===== src/rtl/adder_pkg.sv =====
// Shared constants for the generic datapath adder.
package adder_pkg;

  localparam int unsigned ADDER_W = 6;

endpackage : adder_pkg


===== src/rtl/ripple_carry_adder_if.sv =====
// Operand/result bundle for the ripple-carry adder; master drives operands, slave returns the result.
interface ripple_carry_adder_if
  import adder_pkg::*;
#(
  parameter int unsigned WIDTH = ADDER_W
);

  logic [WIDTH-1:0] X;
  logic [WIDTH-1:0] Y;
  logic             C_in;
  logic             in_valid;
  logic [WIDTH-1:0] S;
  logic             C_out;
  logic             ovf;
  logic             out_valid;

  modport master (
    output X, Y, C_in, in_valid,
    input  S, C_out, ovf, out_valid
  );

  modport slave (
    input  X, Y, C_in, in_valid,
    output S, C_out, ovf, out_valid
  );

endinterface : ripple_carry_adder_if


===== src/rtl/ripple_carry_adder_full_adder.sv =====
// Single-bit full-adder cell used as one stage of the ripple chain.
module full_adder (
  input  logic a,
  input  logic b,
  input  logic cin,
  output logic s,
  output logic cout
);

  logic p_c;

  assign p_c  = a ^ b;
  assign s    = p_c ^ cin;
  assign cout = (a & b) | (cin & p_c);

endmodule : full_adder


===== src/rtl/ripple_carry_adder.sv =====
// WIDTH-bit ripple-carry adder with registered sum, carry, signed overflow and valid (1-cycle latency).
module ripple_carry_adder
  import adder_pkg::*;
#(
  parameter int unsigned WIDTH = ADDER_W
) (
  input  logic                 clk,
  input  logic                 rst_n,
  ripple_carry_adder_if.slave  bus
);

  logic [WIDTH:0]   carry_c;
  logic [WIDTH-1:0] sum_c;

  logic [WIDTH-1:0] s_d, s_q;
  logic             c_out_d, c_out_q;
  logic             ovf_d, ovf_q;
  logic             out_valid_d, out_valid_q;

  assign carry_c[0] = bus.C_in;

  // Carry ripples strictly LSB to MSB through one cell per bit.
  for (genvar gi = 0; gi < int'(WIDTH); gi++) begin : g_fa
    full_adder u_fa (
      .a    (bus.X[gi]),
      .b    (bus.Y[gi]),
      .cin  (carry_c[gi]),
      .s    (sum_c[gi]),
      .cout (carry_c[gi+1])
    );
  end

  // Operands are ignored entirely when not valid, so X/Z on idle inputs cannot leak into the result.
  always_comb begin
    s_d         = s_q;
    c_out_d     = c_out_q;
    ovf_d       = ovf_q;
    out_valid_d = 1'b0;
    if (bus.in_valid) begin
      s_d         = sum_c;
      c_out_d     = carry_c[WIDTH];
      ovf_d       = carry_c[WIDTH] ^ carry_c[WIDTH-1];
      out_valid_d = 1'b1;
    end
  end

  always_ff @(posedge clk or negedge rst_n) begin
    if (!rst_n) begin
      s_q         <= '0;
      c_out_q     <= 1'b0;
      ovf_q       <= 1'b0;
      out_valid_q <= 1'b0;
    end else begin
      s_q         <= s_d;
      c_out_q     <= c_out_d;
      ovf_q       <= ovf_d;
      out_valid_q <= out_valid_d;
    end
  end

  assign bus.S         = s_q;
  assign bus.C_out     = c_out_q;
  assign bus.ovf       = ovf_q;
  assign bus.out_valid = out_valid_q;

endmodule : ripple_carry_adder


===== src/flat_wrapper.sv =====
// flat-port wrapper written by rule: the top's interface ports become plain ports
module ripple_carry_adder_flat import adder_pkg::*;
#(
  parameter int unsigned WIDTH = ADDER_W
)
  (clk, rst_n, bus_X, bus_Y, bus_C_in, bus_in_valid, bus_S, bus_C_out, bus_ovf, bus_out_valid);
  ripple_carry_adder_if #(.WIDTH(WIDTH)) bus_i ();
  input  logic clk;
  input  logic rst_n;
  input wire logic [$bits(bus_i.X)-1:0] bus_X;
  input wire logic [$bits(bus_i.Y)-1:0] bus_Y;
  input wire logic [$bits(bus_i.C_in)-1:0] bus_C_in;
  input wire logic [$bits(bus_i.in_valid)-1:0] bus_in_valid;
  output wire logic [$bits(bus_i.S)-1:0] bus_S;
  output wire logic [$bits(bus_i.C_out)-1:0] bus_C_out;
  output wire logic [$bits(bus_i.ovf)-1:0] bus_ovf;
  output wire logic [$bits(bus_i.out_valid)-1:0] bus_out_valid;
  assign bus_i.X = bus_X;
  assign bus_i.Y = bus_Y;
  assign bus_i.C_in = bus_C_in;
  assign bus_i.in_valid = bus_in_valid;
  assign bus_S = bus_i.S;
  assign bus_C_out = bus_i.C_out;
  assign bus_ovf = bus_i.ovf;
  assign bus_out_valid = bus_i.out_valid;
  ripple_carry_adder #(.WIDTH(WIDTH)) u_core (.clk(clk), .rst_n(rst_n), .bus(bus_i));
endmodule

===== config.mk =====
export PLATFORM = sky130hd
export DESIGN_NAME = ripple_carry_adder_flat
export DESIGN_NICKNAME = d
export VERILOG_FILES = /design/src/rtl/adder_pkg.sv /design/src/rtl/ripple_carry_adder_if.sv /design/src/rtl/ripple_carry_adder_full_adder.sv /design/src/rtl/ripple_carry_adder.sv /design/src/flat_wrapper.sv
export SDC_FILE = /design/constraint.sdc
export NUM_CORES = 1
export LEC_CHECK = 0
export CAP_MARGIN = 20
export CORE_MARGIN = 2
export CORE_UTILIZATION = 36
export CTS_BUF_LIST = sky130_fd_sc_hd__clkbuf_2
export CTS_CLUSTER_DIAMETER = 80
export DETAILED_ROUTE_END_ITERATION = 8
export PLACE_DENSITY = 0.74
export SKIP_CTS_REPAIR_TIMING = 1
export SKIP_LAST_GASP = 1
export SLEW_MARGIN = 20
export SYNTH_ARGS = -nofsm -noshare
export SYNTH_HDL_FRONTEND = slang
export SYNTH_SLANG_ARGS = --single-unit

===== constraint.sdc =====
create_clock -name clk -period 0.88 [get_ports clk]
set_clock_uncertainty 0.2 [all_clocks]
set_input_delay 0.176 -clock clk [delete_from_list [all_inputs] [get_ports clk]]
set_output_delay 0.176 -clock clk [all_outputs]
set_load 0.03 [all_outputs]

==> impl_results.md <==
* CP Max Fanout at 2
* Final hold violation count at 0
* Share of cells above drive strength 1 at 59.72%
* Vias in the first global route at 310
* Max Cap Viol at 0
* Hold Path Class: in -> async
* Min Tclk post-route at between 2 and 3 ns
* Worst IR Drop VDD at ~1.1 mV
* Critical R2R Capture: u_core.bus.ovf
* Rel. slew slack at approximately nine tenths
* Critical Path RT at 0.81 ns
* Clock sinks at 9
* Synth area leaders: dfrtp_1 46%, fa_1 25%, mux2_4 12%
* P per Cell Area at 1729 mW/mm^2
* Violated checks: setup timing
* Area after DPL at roughly 780 sq um
* Tot GR Track Use at between 10% and 20%
* Final setup vio count at 17
* Synth top cells by count: 9 x dfrtp_1, 7 x inv_1, 6 x fa_1
* Non-Filler Instances at 87
* Period utilization at 308.5%
* Detailed placer's ending HPWL at approximately 760 um
* Crit Path Class: in -> reg
* Slew Viols, Final at 0
* Vias per inst at 4.310
* CTS tree: done
* Die Area at between 0.0015 and 0.002 sq mm
* Yosys top cell area share at 46.04%
* Synth Net Count at between 50 and 60
* Fmax at about 370 MHz
* Reg2reg start: u_core.bus.ovf
* Post-route ant nets at 0
* Ys async rst share at 100.0%
* Slew at the pin with the worst max-slew slack at approximately 0.13 ns
* Clk slew on worst S/H paths at between 0.1 and 0.15 ns
* Number of antenna violations at the first check in global routing at 0
* Lkg Pwr at 0.0004496 uW
* Die Ht at slightly above 40 um
* Routed WL per cell at roughly 11 um
* Ports at 25
* DRC Markers at 0
* H-tree levels at 1
* Synth cell types at 9
* CTS max path bufs at 2
* Startpoint types: input port
* Syn_area_per_cell at approximately 14 sq um
* Most common cell in the synthesized netlist: dfrtp_1
* Yosys reg bits at 9
* Final worst setup slack at -1.835 ns
* Worst-Skew Late Latency at between 0.2 and 0.25 ns
* Post-layout util at a little over two thirds
* Detailed-route via count at ~380
* Final wirelength at approximately 960 um
* First-pass GRT wire length at ~1400 um
* CTS buffer count at 3
* RSZ-0062 raised after global routing: yes
* Synth area leader: dfrtp_1
* Critical Path Sink Type: flip-flop
* Grt total ovfl at 0
* ANT cells at 0
* Starting Density at a little under two fifths
* Port-buffer cells at 24
* P&R area growth vs syn at 82.35%
* Placed Instances at 78
* Worst Reg2Reg Path Length in Cells at 2
* FP Rows at 13
* Detailed Routing Iterations Pass 1 at 4
* Worst EP arrival at approximately 2.7 ns
* CTS root buffer: clkbuf_2
* Setup TNS at -12.06 ns
* Layout Nets at 95
* Sequential-to-total area share from yosys stat at between 40% and 50%
* Status: finished with violations
* Core area at 0.001285 sq mm
* Filler cells at 88
* Worst reg2reg setup slack at -0.22 ns
* Iter 0 DRT Violations at 2
* Syn. warnings at 0
* GP Congestion at around 0.58
* Design area at 892.1 sq um
* Synth Flop Type: dfrtp_1
* Number of synthesized flops with an enable pin at 0
* Die Width at 40.87 um
* Post-synthesis cell count at 35
* Post-Syn Area at between 400 and 500 sq um
* Largest net degree at the start of global routing at 10
registers in the layout, indices dropped and copies added, names as in the netlist:
name and flops:
u_core.bus.out_valid 1, u_core.bus.C_out 1, u_core.bus.S 6, u_core.bus.ovf 1
layout make-up:
class | instances | area [sq um] | area share, %
Clock buffer | 3 | 15.01 | 1.683
Sequential cell | 9 | 225.2 | 25.25
Timing Repair Buffer | 34 | 341.6 | 38.29
Clock inverter | 1 | 5.005 | 0.5610
Tap cell | 15 | 18.77 | 2.104
Inverter | 7 | 26.28 | 2.945
Multi-Input combinational cell | 18 | 260.3 | 29.17
worst max-delay path by stage:
| stage | slack [ns] | end | startpoint | cells after the start |
|---|---|---|---|---|
| global route | -1.90 | u_core.bus.ovf | bus_X[0] | 12 |
| CTS | -2.13 | u_core.bus.S[5] | bus_C_in | 11 |
| finish | -1.83 | u_core.bus.ovf | bus_X[0] | 12 |
| floorplan | -1.83 | u_core.bus.S[5] | bus_C_in | 10 |
| detailed placement | -2.38 | u_core.bus.ovf | bus_C_in | 12 |
| global placement | -2.36 | u_core.bus.S[5] | bus_C_in | 11 |
layer usage:
layer / vias up / global-route usage (%) / part of all wire, %
met2: 13 / 20.31 / 52
li1: 179 / - / -
met3: 2 / 4.891 / 5.2
met4: 0 / 7.500 / 0.93
met1: 181 / 18.49 / 42
met5: - / 0 / 0
stage by stage:
step,hold slack [ns],power [uW],setup WS (ns)
finish,0.03077,1543,-1.835
global route,0.02098,1640,-1.902
CTS,0.02403,1400,-2.133
detailed placement,0.2975,1140,-2.381
global placement,0.3004,1128,-2.362
floorplan,-0.3196,869.4,-1.831
worst max-delay path, cell delays in order:
cell and delay [ns]:
buf_6 0.09, fa_2 0.37, fa_2 0.36, fa_2 0.36
inv_2 0.07, fa_2 0.19, inv_2 0.04, fa_2 0.36
inv_2 0.07, fa_2 0.23, xnor2_2 0.07, mux2_4 0.25
cells in the final DEF, fill, tap and decap left out:
| cell | Yosys | routed |
|---|---|---|
| a21oi_1 | 3 | 1 |
| inv_1 | 7 | 4 |
| buf_6 | 1 | 11 |
| nor2_1 | 3 | 3 |
| clkbuf_2 | 0 | 5 |
| dfrtp_1 | 9 | 9 |
| clkdlybuf4s50_1 | 0 | 9 |
| clkinv_2 | 0 | 1 |
| xnor2_2 | 0 | 1 |
| inv_2 | 0 | 3 |
| buf_4 | 0 | 8 |
| dlymetal6s2s_1 | 0 | 3 |
| a21oi_2 | 0 | 2 |
| fa_2 | 0 | 6 |
| mux2_4 | 4 | 5 |
| buf_12 | 0 | 1 |
cell families (layout without fill, tap and decap cells):
| logic type | Yosys count | in the layout | synth area share (%) |
|---|---|---|---|
| compound gates | 3 | 3 | 3.068 |
| xor+xnor | 1 | 1 | 1.791 |
| fa+ha+maj | 6 | 6 | 24.55 |
| buf+inv | 8 | 45 | 7.673 |
| flops | 9 | 9 | 46.04 |
| mux | 5 | 5 | 14.58 |
| simple gates | 3 | 3 | 2.302 |
where the power goes:
part,internal [uW],switching [uW],total (uW)
clock,103,157,260
sequential,492,54.5,546
combinational,416,321,737
Note: power is estimated with default switching activity, not from simulation.
